--- src/rtl/mc_ctrl_if.sv ---
// Control bundle between the multi-cycle MIPS controller and its datapath.
// The master side is the controller: it takes the opcode, the ALU zero flag
// and the memory ready strobe, and drives every mux select and write enable.
interface mc_ctrl_if;
   logic [5:0] opcode;
   logic       zero;
   logic       mem_ready;
   logic       mem_req;
   logic       mem_write;
   logic       i_or_d;
   logic       ir_write;
   logic       pc_write;
   logic       pc_write_cond;
   logic       reg_write;
   logic [1:0] reg_dst_sel;
   logic [1:0] mem_to_reg_sel;
   logic       alu_src_a_sel;
   logic [1:0] alu_src_b_sel;
   logic [1:0] alu_op;
   logic [1:0] pc_src_sel;
   logic       illegal_op;
   logic       mem_err;
   logic [3:0] state_o;

   modport master (
      input  opcode, zero, mem_ready,
      output mem_req, mem_write, i_or_d, ir_write, pc_write, pc_write_cond,
             reg_write, reg_dst_sel, mem_to_reg_sel, alu_src_a_sel,
             alu_src_b_sel, alu_op, pc_src_sel, illegal_op, mem_err, state_o
   );

   modport slave (
      output opcode, zero, mem_ready,
      input  mem_req, mem_write, i_or_d, ir_write, pc_write, pc_write_cond,
             reg_write, reg_dst_sel, mem_to_reg_sel, alu_src_a_sel,
             alu_src_b_sel, alu_op, pc_src_sel, illegal_op, mem_err, state_o
   );
endinterface

--- src/rtl/mc_ctrl.sv ---
// Multi-cycle MIPS control unit. Walks one instruction through a chain of
// states, stalling FETCH/MEMRD/MEMWR until mem_ready. Outputs are decoded
// combinationally from the current state (and mem_ready / opcode where the
// state needs them) and are forced low while rst is high.
// Optional: define MC_CTRL_JAL_EN to add the jal instruction (state JAL).
// MEM_TIMEOUT > 0 enables the sticky mem_err flag on long memory waits.
module mc_ctrl #(
   parameter int MEM_TIMEOUT = 0
) (
   input logic       clk,
   input logic       rst,
   mc_ctrl_if.master bus
);

   typedef enum logic [3:0] {
      S_FETCH  = 4'd0,
      S_DECODE = 4'd1,
      S_MEMADR = 4'd2,
      S_MEMRD  = 4'd3,
      S_MEMWB  = 4'd4,
      S_MEMWR  = 4'd5,
      S_EXEC   = 4'd6,
      S_ALUWB  = 4'd7,
      S_BRANCH = 4'd8,
      S_JUMP   = 4'd9,
      S_ADDIEX = 4'd10,
      S_ADDIWB = 4'd11,
      S_JAL    = 4'd12
   } state_t;

   localparam logic [5:0] OP_RTYPE = 6'b000000;
   localparam logic [5:0] OP_LW    = 6'b100011;
   localparam logic [5:0] OP_SW    = 6'b101011;
   localparam logic [5:0] OP_BEQ   = 6'b000100;
   localparam logic [5:0] OP_ADDI  = 6'b001000;
   localparam logic [5:0] OP_J     = 6'b000010;
   localparam logic [5:0] OP_JAL   = 6'b000011;

   state_t state;
   state_t state_nxt;
   logic   mem_wait;
   logic   mem_err_q;

   // Opcodes this build can dispatch from DECODE; anything else is illegal.
   function automatic logic op_supported(input logic [5:0] op);
      logic ok;
      ok = (op == OP_RTYPE) || (op == OP_LW) || (op == OP_SW) ||
           (op == OP_BEQ) || (op == OP_ADDI) || (op == OP_J);
`ifdef MC_CTRL_JAL_EN
      ok = ok || (op == OP_JAL);
`endif
      return ok;
   endfunction

   // A memory state that did not complete this cycle.
   assign mem_wait = ((state == S_FETCH) || (state == S_MEMRD) || (state == S_MEMWR))
                     && !bus.mem_ready;

   // State register; reset always restarts at FETCH, abandoning the instruction.
   always_ff @(posedge clk) begin
      if (rst) state <= S_FETCH;
      else     state <= state_nxt;
   end

   // Next-state: memory states hold until mem_ready, DECODE dispatches on opcode.
   always_comb begin
      state_nxt = S_FETCH;
      case (state)
         S_FETCH:  state_nxt = bus.mem_ready ? S_DECODE : S_FETCH;
         S_DECODE: begin
            case (bus.opcode)
               OP_RTYPE:     state_nxt = S_EXEC;
               OP_LW, OP_SW: state_nxt = S_MEMADR;
               OP_BEQ:       state_nxt = S_BRANCH;
               OP_ADDI:      state_nxt = S_ADDIEX;
               OP_J:         state_nxt = S_JUMP;
`ifdef MC_CTRL_JAL_EN
               OP_JAL:       state_nxt = S_JAL;
`endif
               default:      state_nxt = S_FETCH;
            endcase
         end
         S_MEMADR: state_nxt = (bus.opcode == OP_LW) ? S_MEMRD : S_MEMWR;
         S_MEMRD:  state_nxt = bus.mem_ready ? S_MEMWB : S_MEMRD;
         S_MEMWB:  state_nxt = S_FETCH;
         S_MEMWR:  state_nxt = bus.mem_ready ? S_FETCH : S_MEMWR;
         S_EXEC:   state_nxt = S_ALUWB;
         S_ALUWB:  state_nxt = S_FETCH;
         S_BRANCH: state_nxt = S_FETCH;
         S_JUMP:   state_nxt = S_FETCH;
         S_ADDIEX: state_nxt = S_ADDIWB;
         S_ADDIWB: state_nxt = S_FETCH;
         default:  state_nxt = S_FETCH;
      endcase
   end

   // Output decode: every select/enable defaults low, states raise only their own.
   always_comb begin
      bus.mem_req        = 1'b0;
      bus.mem_write      = 1'b0;
      bus.i_or_d         = 1'b0;
      bus.ir_write       = 1'b0;
      bus.pc_write       = 1'b0;
      bus.pc_write_cond  = 1'b0;
      bus.reg_write      = 1'b0;
      bus.reg_dst_sel    = 2'b00;
      bus.mem_to_reg_sel = 2'b00;
      bus.alu_src_a_sel  = 1'b0;
      bus.alu_src_b_sel  = 2'b00;
      bus.alu_op         = 2'b00;
      bus.pc_src_sel     = 2'b00;
      bus.illegal_op     = 1'b0;
      bus.state_o        = 4'd0;
      if (!rst) begin
         bus.state_o = state;
         case (state)
            S_FETCH: begin
               // PC+4 computed every cycle; IR and PC load only when the word arrives.
               bus.mem_req       = 1'b1;
               bus.alu_src_b_sel = 2'b01;
               bus.ir_write      = bus.mem_ready;
               bus.pc_write      = bus.mem_ready;
            end
            S_DECODE: begin
               bus.alu_src_b_sel = 2'b11;
               bus.illegal_op    = !op_supported(bus.opcode);
            end
            S_MEMADR, S_ADDIEX: begin
               bus.alu_src_a_sel = 1'b1;
               bus.alu_src_b_sel = 2'b10;
            end
            S_MEMRD: begin
               bus.mem_req = 1'b1;
               bus.i_or_d  = 1'b1;
            end
            S_MEMWB: begin
               bus.reg_write      = 1'b1;
               bus.mem_to_reg_sel = 2'b01;
            end
            S_MEMWR: begin
               bus.mem_req   = 1'b1;
               bus.mem_write = 1'b1;
               bus.i_or_d    = 1'b1;
            end
            S_EXEC: begin
               bus.alu_src_a_sel = 1'b1;
               bus.alu_op        = 2'b10;
            end
            S_ALUWB: begin
               bus.reg_write   = 1'b1;
               bus.reg_dst_sel = 2'b01;
            end
            S_BRANCH: begin
               bus.alu_src_a_sel = 1'b1;
               bus.alu_op        = 2'b01;
               bus.pc_write_cond = 1'b1;
               bus.pc_src_sel    = 2'b01;
            end
            S_JUMP: begin
               bus.pc_write   = 1'b1;
               bus.pc_src_sel = 2'b10;
            end
            S_ADDIWB: begin
               bus.reg_write = 1'b1;
            end
`ifdef MC_CTRL_JAL_EN
            S_JAL: begin
               // PC already holds PC+4 from FETCH, so $31 receives the return address.
               bus.reg_write      = 1'b1;
               bus.reg_dst_sel    = 2'b10;
               bus.mem_to_reg_sel = 2'b10;
               bus.pc_write       = 1'b1;
               bus.pc_src_sel     = 2'b10;
            end
`endif
            default: ;
         endcase
      end
   end

   assign bus.mem_err = mem_err_q & ~rst;

   generate
      if (MEM_TIMEOUT > 0) begin : g_timeout
         localparam int CNT_W = (MEM_TIMEOUT > 1) ? $clog2(MEM_TIMEOUT) : 1;
         localparam logic [CNT_W-1:0] CNT_LAST = CNT_W'(MEM_TIMEOUT - 1);
         logic [CNT_W-1:0] wait_cnt;

         // Count consecutive wait cycles; the MEM_TIMEOUT-th one without ready flags the error.
         always_ff @(posedge clk) begin
            if (rst) begin
               wait_cnt  <= '0;
               mem_err_q <= 1'b0;
            end else if (mem_wait) begin
               if (wait_cnt == CNT_LAST) mem_err_q <= 1'b1;
               else                      wait_cnt  <= wait_cnt + 1'b1;
            end else begin
               wait_cnt <= '0;
            end
         end
      end else begin : g_no_timeout
         assign mem_err_q = 1'b0;
      end
   endgenerate

endmodule

--- src/flat_wrapper.sv ---
// flat-port wrapper written by rule: the top's interface ports become plain ports
module mc_ctrl_flat 
#(
   parameter int MEM_TIMEOUT = 0
)
  (clk, rst, bus_opcode, bus_zero, bus_mem_ready, bus_mem_req, bus_mem_write, bus_i_or_d, bus_ir_write, bus_pc_write, bus_pc_write_cond, bus_reg_write, bus_reg_dst_sel, bus_mem_to_reg_sel, bus_alu_src_a_sel, bus_alu_src_b_sel, bus_alu_op, bus_pc_src_sel, bus_illegal_op, bus_mem_err, bus_state_o);
  mc_ctrl_if bus_i ();
  input logic clk;
  input logic rst;
  input wire logic [$bits(bus_i.opcode)-1:0] bus_opcode;
  input wire logic [$bits(bus_i.zero)-1:0] bus_zero;
  input wire logic [$bits(bus_i.mem_ready)-1:0] bus_mem_ready;
  output wire logic [$bits(bus_i.mem_req)-1:0] bus_mem_req;
  output wire logic [$bits(bus_i.mem_write)-1:0] bus_mem_write;
  output wire logic [$bits(bus_i.i_or_d)-1:0] bus_i_or_d;
  output wire logic [$bits(bus_i.ir_write)-1:0] bus_ir_write;
  output wire logic [$bits(bus_i.pc_write)-1:0] bus_pc_write;
  output wire logic [$bits(bus_i.pc_write_cond)-1:0] bus_pc_write_cond;
  output wire logic [$bits(bus_i.reg_write)-1:0] bus_reg_write;
  output wire logic [$bits(bus_i.reg_dst_sel)-1:0] bus_reg_dst_sel;
  output wire logic [$bits(bus_i.mem_to_reg_sel)-1:0] bus_mem_to_reg_sel;
  output wire logic [$bits(bus_i.alu_src_a_sel)-1:0] bus_alu_src_a_sel;
  output wire logic [$bits(bus_i.alu_src_b_sel)-1:0] bus_alu_src_b_sel;
  output wire logic [$bits(bus_i.alu_op)-1:0] bus_alu_op;
  output wire logic [$bits(bus_i.pc_src_sel)-1:0] bus_pc_src_sel;
  output wire logic [$bits(bus_i.illegal_op)-1:0] bus_illegal_op;
  output wire logic [$bits(bus_i.mem_err)-1:0] bus_mem_err;
  output wire logic [$bits(bus_i.state_o)-1:0] bus_state_o;
  assign bus_i.opcode = bus_opcode;
  assign bus_i.zero = bus_zero;
  assign bus_i.mem_ready = bus_mem_ready;
  assign bus_mem_req = bus_i.mem_req;
  assign bus_mem_write = bus_i.mem_write;
  assign bus_i_or_d = bus_i.i_or_d;
  assign bus_ir_write = bus_i.ir_write;
  assign bus_pc_write = bus_i.pc_write;
  assign bus_pc_write_cond = bus_i.pc_write_cond;
  assign bus_reg_write = bus_i.reg_write;
  assign bus_reg_dst_sel = bus_i.reg_dst_sel;
  assign bus_mem_to_reg_sel = bus_i.mem_to_reg_sel;
  assign bus_alu_src_a_sel = bus_i.alu_src_a_sel;
  assign bus_alu_src_b_sel = bus_i.alu_src_b_sel;
  assign bus_alu_op = bus_i.alu_op;
  assign bus_pc_src_sel = bus_i.pc_src_sel;
  assign bus_illegal_op = bus_i.illegal_op;
  assign bus_mem_err = bus_i.mem_err;
  assign bus_state_o = bus_i.state_o;
  mc_ctrl #(.MEM_TIMEOUT(MEM_TIMEOUT)) u_core (.clk(clk), .rst(rst), .bus(bus_i));
endmodule
--- config.mk ---
export PLATFORM = sky130hd
export DESIGN_NAME = mc_ctrl_flat
export DESIGN_NICKNAME = d
export VERILOG_FILES = /design/src/rtl/mc_ctrl_if.sv /design/src/rtl/mc_ctrl.sv /design/src/flat_wrapper.sv
export SDC_FILE = /design/constraint.sdc
export NUM_CORES = 1
export LEC_CHECK = 0
export CAP_MARGIN = 20
export CORE_MARGIN = 4
export CORE_UTILIZATION = 39
export DETAILED_ROUTE_END_ITERATION = 12
export PLACE_DENSITY_LB_ADDON = 0.05
export SLEW_MARGIN = 20
export SYNTH_ARGS = -nofsm -noshare
export SYNTH_HDL_FRONTEND = slang
export SYNTH_SLANG_ARGS = --single-unit
export TNS_END_PERCENT = 100
--- constraint.sdc ---
create_clock -name clk -period 1.94 [get_ports clk]
set_clock_uncertainty 0.1 [all_clocks]
set_input_delay 0.388 -clock clk [delete_from_list [all_inputs] [get_ports clk]]
set_output_delay 0.388 -clock clk [all_outputs]
set_load 0.005 [all_outputs]
==> flow_summary.yaml <==
status:
  status: "finished with violations"
  violations: "setup timing"
final_layout:
  layout_common_cells: "buf_4 (28), nor2_1 (17), buf_2 (9)"
  num_antenna_cells: 0
  final_area_um2: 1271
  drive_gt1_share_pct: 50.93
  fill_cells: 103
  areaGrowthSynthToFinish_pct: 90.62
  final_common_cell: "buf_4"
  largest_register_ffs: 4
  reg_top3: "u_core.state (4)"
  multi_input_area_um2: 616.8
  regArea_um2: 85.08
  nNetsFinal: 173
  top_register: "u_core.state"
  fin_cells: 177
global_routing:
  track_usage_pct: 20.30
  grt_pass1_wl_um: 3877
  grt_max_degree: 20
  antenna_found_initial: 0
  grt_remaining_overflow: 0
  grt_pass1_vias: 940
synthesis:
  synth.largest_area_cell: "dfxtp_1"
  synth_cells: 105
  synth_flop_cell: "dfxtp_1"
  yosysTopAreaCellShare_pct: 12.01
  ys_types: 42
  seq_area_frac_synth_pct: 12.01
  ys_ff_latch: 4
  synth_edf_count: 0
  syn_area_per_cell_um2: 6.351
  yosys_warnings: 0
  syn_area_um2: 666.9
  async_flop_share_pct: 0
  synth.area.top_cells: "dfxtp_1 (12%), nor2_1 (11%), nor3_1 (7.5%)"
worst_setup_path:
  crit_path_start_kind: "register"
  path_class: "reg -> out"
  path_buf_inv: 1
  cp_slowest_cell: "or4b_4"
  slowest_delay_ns: 0.55
  crit_fanout: 4
  end_kind: "output pin"
  r2r-end: "u_core.state[0]$_SDFF_PP0_"
  path_depth: 3
  r2r-start: "u_core.state[2]$_SDFF_PP0_"
  arrival_ns: 1.56
  cp_top_family: "simple AND/OR/NAND/NOR gates"
  cp_cell_sequence: "or4b_4 > nor4_2 > buf_2"
  worst-r2r-setup-slack_ns: 0.20
  critPathLaunch: "u_core.state[3]$_SDFF_PP0_"
  ff2ff_path_depth: 8
  worstPathRequired_ns: 1.45
die:
  core-area_um2: 1559
  fp-row-count: 14
  die-area_um2: 2435
  ios: 34
  initial_utilization_pct: 42.78
  die_h_um: 49.35
  die_width_um: 49.35
worst_hold_path:
  hold-path-endpoint: "u_core.state[0]$_SDFF_PP0_"
  hold_path_class: "reg -> reg"
  hold_start: "u_core.state[0]$_SDFF_PP0_"
  whs_path_depth: 3
drt:
  antenna_left: 0
  remaining_drc_errors: 0
  vias: 1001
  routed_wl_um: 2589
  drt-initial-drc-count: 22
  wl_per_cell_um: 14.63
  vias_per_cell: 5.655
  dr.pass1.iters: 4
power:
  p_per_area_nw_per_um2: 270.2
  peakVddDrop_uv: 185.4
  p_total_w: 0.0003435
  leakagePower_nw: 0.6054
clocking:
  ctsHoldBuffers: 0
  path_clk_slew_ns: 0.04
  cts_htree_levels: 1
  cts-root-buf: "clkbuf_4"
  clockBufferDepth: 2
  cts_buffers: 3
  cts_tree: "built"
  cts_sinks: 4
  insertion_delay_ns: 0.25
placement:
  place.gp.congestion: 0.7849
  dpl.hpwl_um: 1551
  place_area_um2: 1056
  dp_cells: 158
  portBuffers: 29
  pre_cts_ws_ns: -0.6182
sta:
  slew_violations: 0
  timing.final.crit_share_pct: 105.6
  layout_setup_ws_ns: -0.1092
  setup_viol: 1
  hold_violations: 0
  whs_ns: 0.5975
  fin_crit_ns: 2.049
  rsz0062_at_grt: "yes"
  max_freq_mhz: 488.0
job:
  cap_violations: 0
-- layer usage --
metal	vias up	global-route usage, %	share of wire, %
met5	-	0	0
met4	0	13.74	1.3
met3	2	2.752	6.8
met2	47	32.81	50
met1	470	24.64	42
li1	482	-	-
-- worst register-to-register path: cells and delay by family (launching register included) --
family	cells	cell delay, ns
compound gates	3	0.49
simple gates	1	0.22
flops	1	0.32
buf+inv	4	0.54
-- worst max path at each step --
stage                                   end  slack (ns)
after CTS                    bus_illegal_op       -0.21
after floorplan           bus_pc_src_sel[0]        0.10
after global placement       bus_illegal_op       -0.57
final                        bus_illegal_op       -0.11
after global routing         bus_illegal_op       -0.17
after detailed placement  bus_alu_src_a_sel       -0.62
-- through the flow --
| stage | setup TNS (ns) | util [%] |
|---|---|---|
| after CTS | -0.2053 | 75.76 |
| after global placement | -7.996 | 67.74 |
| final | -0.1092 | 81.54 |
| after detailed placement | -8.071 | 67.74 |
| after floorplan | 0 | - |
| after global routing | -0.2949 | 81.54 |
-- Yosys cell counts, drive strengths merged, types with 2 or more instances --
cell	number
a21oi	6
o21ai	4
nor2b	4
clkbuf	6
or3	2
a31oi	4
nor2	19
inv	2
xnor2	2
nand2b	3
buf	8
dfxtp	4
nand2	6
nor3	10
nor4	4
-- report_power, final --
group	switching, W	internal, W
Sequential	0.00000156	0.0000849
Clock	0.0000404	0.0000696
Combinational	0.0000707	0.0000762
-- layout make-up --
cell class	count	area share [%]
Tap cell	16	1.575
Clock buffer	3	1.772
Inverter	2	0.5906
Timing Repair Buffer	65	40.85
Multi-Input combinational cell	87	48.52
Sequential cell	4	6.693
-- cell families after synthesis --
family,share of synthesized area (%)
other,0.5623
AOI/OAI and AO/OA,24.02
and+or+nand+nor,46.53
DFF,12.01
buffers and inverters,12.95
xor gates and xnor gates,3.941
-- what timing repair did --
| item | CTS | global route |
|---|---|---|
| setup endpoints to repair | 21 | 18 |
| buffers inserted | 13 | 3 |
| gates resized for setup | 68 | 39 |
| pin swaps | 7 | 2 |
(Power assumes the default switching activity.)
==> variant 1 (same flow settings) <==
The option `MC_CTRL_JAL_EN` is turned on by a define.
--- a/src/rtl/mc_ctrl.sv
+++ b/src/rtl/mc_ctrl.sv
@@ -4,6 +4,8 @@
 // state needs them) and are forced low while rst is high.
 // Optional: define MC_CTRL_JAL_EN to add the jal instruction (state JAL).
 // MEM_TIMEOUT > 0 enables the sticky mem_err flag on long memory waits.
+`define MC_CTRL_JAL_EN
+
 module mc_ctrl #(
    parameter int MEM_TIMEOUT = 0
 ) (
Behaviour: not the same (Yosys sat finds a counterexample within 4 cycles, from zero or initial values and one cycle with rst high).
==> variant 1 against the original RTL <==
  * The run still ends with setup timing left
  * Sequential cell count stayed put
  * Final area up 3.1%
  * Synthesized cell count shrank 2.9%
  * Count of clock-buffer cells in the layout is the same
  * Wire length down 1.9%
  * Clock power shrank 12%
  * Synthesized area increased by 4.3%
  * Setup slack better by 0.060 ns
  * Power fell by 4.8%
  * Largest cell class unchanged
  * Largest power group unchanged
  * Highest routed layer unchanged
==> variant 1: results (changes against the original RTL) <==
Post-route setup TNS: -0.06118 ns (+0.04803 ns)
Hold Path End: u_core.state[1]
CP max FO: 6 (+2)
Post-Route WL: 2540 microns (-1.9%)
Hold path cells: 4 (+1)
R2R cell count: 6 (-2)
Final setup viols: 2 (+1)
Number of global-route vias before repair: 856 (-8.9%)
Dpl cell area: 1161 sq um (+10%)
Register area share after synthesis: 11.51% (-0.50 points)
Failing checks: setup timing
Maximum vdd drop: 0.0004257 V (+130%)
R2R Setup Slk: 0.25 ns (+0.05 ns)
Hold wc startpoint: bus_opcode[3]
Post-synth top cells: nor2_1, nand2_1, nand2b_1, o21ai_0
Critical Path Sink: bus_reg_write
WL/cell: 13.73 microns (-6.1%)
Maximum number of pins on one net before global-route repair: 14 (-30%)
Worst Setup Slack, final: -0.04875 ns (+0.06047 ns)
CP delay by family, top: buffers and inverters
First-pass GRT wire length: 3684 microns (-5.0%)
Crit-path max cell delay: 0.35 ns (-0.20 ns)
Status: finished with violations
Routed wl met2: 1406 microns (+8.7%)
Reg area: 90.09 sq um (+5.9%)
Met1 wire length: 943 microns (-13%)
Crit path from: u_core.state[2]
DRT Pass-1 Iters: 5 (+1)
Post-synthesis mux area share: 3.058% (+3.1 points)
Largest cells by area after synthesis: dfxtp_1, nor2_1, buf_6, nand2b_1, o21ai_0
## variant 1: changes by cell type after synthesis, moves of 3 or more
cell,unedited run,this run
a31oi_1,4,1
and3_1,0,4
buf_6,1,4
nand2b_1,3,6
nor3_1,10,2
nor4_1,3,0
## variant 1: layout make-up
type                            instances  share of cell area (%)
Multi-Input combinational cell         84                   45.52
Sequential cell                         4                   6.870
Tap cell                               24                   2.290
Timing Repair Buffer                   67                   42.75
Inverter                                3                  0.8588
Clock buffer                            3                   1.718
## variant 1: what timing repair did
action	in CTS	in global routing
pin swaps	3	6
buffers inserted	6	1
hold buffers	0	0
setup endpoints to repair	23	16
resized for setup	52	36
## variant 1: report_power, final
group	switching, uW	internal, uW	total, uW
clock network	28.2	68.8	97.0
logic	66.3	78.2	145
registers	3.29	82.3	85.6
total	97.8	229	327
## variant 1: worst min-delay path: cells and delay by family
family                 cells  cell delay (ns)
AO/OA/AOI/OAI              2             0.20
AND/OR/NAND/NOR            1             0.13
buffers and inverters      1             0.11
==> variant 2 (same flow settings) <==
Without the edit above. Reset style: asynchronous (`rst`), changed in 2 clocked blocks.
--- a/src/rtl/mc_ctrl.sv
+++ b/src/rtl/mc_ctrl.sv
@@ -57,7 +57,7 @@
                      && !bus.mem_ready;
 
    // State register; reset always restarts at FETCH, abandoning the instruction.
-   always_ff @(posedge clk) begin
+   always_ff @(posedge clk or posedge rst) begin
       if (rst) state <= S_FETCH;
       else     state <= state_nxt;
    end
@@ -187,7 +187,7 @@
          logic [CNT_W-1:0] wait_cnt;
 
          // Count consecutive wait cycles; the MEM_TIMEOUT-th one without ready flags the error.
-         always_ff @(posedge clk) begin
+         always_ff @(posedge clk or posedge rst) begin
             if (rst) begin
                wait_cnt  <= '0;
                mem_err_q <= 1'b0;
Behaviour: same outputs for any inputs over 10 cycles, from zero or initial values and one cycle with rst high; that may be too few to reach the edited logic, so the function may still have changed.
==> variant 2 against the original RTL <==
  * The run still ends with setup timing left
  * Setup slack lost 0.027 ns
  * Synthesized cell count shrank 11%
  * Register-to-register slack gained 0.08 ns
  * Critical path depth grew 2
  * Synthesized area shrank 1.5%
  * Count of clock-buffer cells in the layout is the same
  * Sequential cell count is the same
  * Wire length grew 16%
  * Final area grew 8.2%
Power is not compared: it rests on default switching activity, and its combinational part moved more than twofold at a synthesized area within 25%.
==> variant 2: results (changes against the original RTL) <==
Met1 wire length: 1171 microns (+8.0%)
FF-to-FF End: u_core.state[2]
Number of synthesized flops with an enable pin: 0 (unchanged)
Failing checks: setup timing
R2R cell count: 7 (-1)
Maximum number of pins on one net before global-route repair: 17 (-15%)
Post-route setup TNS: -0.3810 ns (-0.2717 ns)
Final Non-Filler Cells: 177 (unchanged)
Final Max Slew Viols: 0 (unchanged)
Top Registers: u_core.state: 4 flops
Dpl cell area: 1114 sq um (+5.5%)
Grt met3 use: 4.893% (+2.1 points)
Post-CTS sizing: 64 (-5.9%)
Distinct cell type count after synthesis: 34 (-19%)
Root Buffer Master: clkbuf_4
# fillers: 78 (-24%)
Fraction of layout cells with a size suffix above 1: 54.66% (+3.7 points)
Register area share after synthesis: 15.24% (+3.2 points)
GR Util met2: 36.52% (+3.7 points)
Post-CTS Setup Bufs: 9 (-4)
Final setup viols: 5 (+4)
FFs w/ async S/R, synth: 100.0% (+100 points)
WHS: 0.4702 ns (-0.1273 ns)
Routed wl met2: 1509 microns (+17%)
Placed insts: 159 (+0.63%)
Worst Setup Slack, final: -0.1363 ns (-0.02713 ns)
Status: finished with violations
Crit path from: u_core.state[1]
Launching point of the worst reg2reg path: u_core.state[3]
Overall global routing resource usage: 19.56% (-0.74 points)
Critical Path Sink: bus_mem_req
Post-Route WL: 3000 microns (+16%)
Mean Syn Cell Area: 7.063 sq um (+11%)
Internal Power: 314.9 uW
Largest cells by area after synthesis: dfrtp_1, nor2_1, buf_6, nand2b_1, nor3_1
Total vias in the final route: 989 (-1.2%)
Lkg Pwr: 0.0006496 uW
DP Worst Slack: -0.4799 ns (+0.1383 ns)
Post-DP HPWL: 1560 microns (+0.59%)
Routed wl met3: 226 microns (+29%)
CP max-delay cell: dfrtp_2
R2R Setup Slk: 0.28 ns (+0.08 ns)
Hold Path Class: in -> async
Post-synth top cells: nor2_1, nand2b_1, nor3_1
Arrival time at the worst endpoint: 1.59 ns (+0.03 ns)
-- variant 2: cell types whose count changed in the layout (fill, tap and decap cells not counted), moves of 4 or more --
cell	unedited run	this run
buf_4	28	35
buf_6	5	10
dfxtp_2	4	0
nand3_1	0	5
nor2_1	17	13
-- variant 2: how the worst min path moves through the flow --
stage	start	end
floorplan	rst	u_core.state[0]
global placement	u_core.state[0]	u_core.state[1]
detailed placement	u_core.state[0]	u_core.state[1]
CTS	rst	u_core.state[3]
global route	rst	u_core.state[3]
finish	rst	u_core.state[3]
-- variant 2: critical path, delay by kind of cell (launching register included) --
| kind | cells | cell delay, ns |
|---|---|---|
| AOI/OAI and AO/OA | 1 | 0.33 |
| buffers and inverters | 2 | 0.33 |
| and+or+nand+nor | 2 | 0.24 |
| DFF | 1 | 0.44 |
-- variant 2: power groups by stage --
stage / Clock (uW) / Sequential (uW) / Combinational, uW
after floorplan: 0 / 93.8 / 118
after global placement: 0 / 96.6 / 228
after detailed placement: 0 / 96.6 / 231
after CTS: 108 / 95.6 / 249
after global routing: 119 / 95.5 / 326
final: 107 / 95.1 / 306
-- variant 2: cells by family (layout without fill, tap and decap cells) --
| logic type | after synthesis | in the layout | synth area share [%] |
|---|---|---|---|
| flip-flops | 4 | 4 | 15.24 |
| other | 1 | 3 | 0.5709 |
| AND/OR/NAND/NOR | 49 | 49 | 41.71 |
| buffers and inverters | 17 | 83 | 17.14 |
| XOR/XNOR | 2 | 2 | 2.667 |
| AO/OA/AOI/OAI | 20 | 20 | 22.67 |
-- variant 2: final cells by class --
class | instances | area (sq um) | share of cell area, %
clock buffers | 3 | 22.52 | 1.638
inverters | 5 | 23.77 | 1.729
multi-input cells | 74 | 603.1 | 43.86
flip-flops and latches | 4 | 102.6 | 7.461
well taps | 16 | 20.02 | 1.456
repair buffers | 75 | 603.1 | 43.86
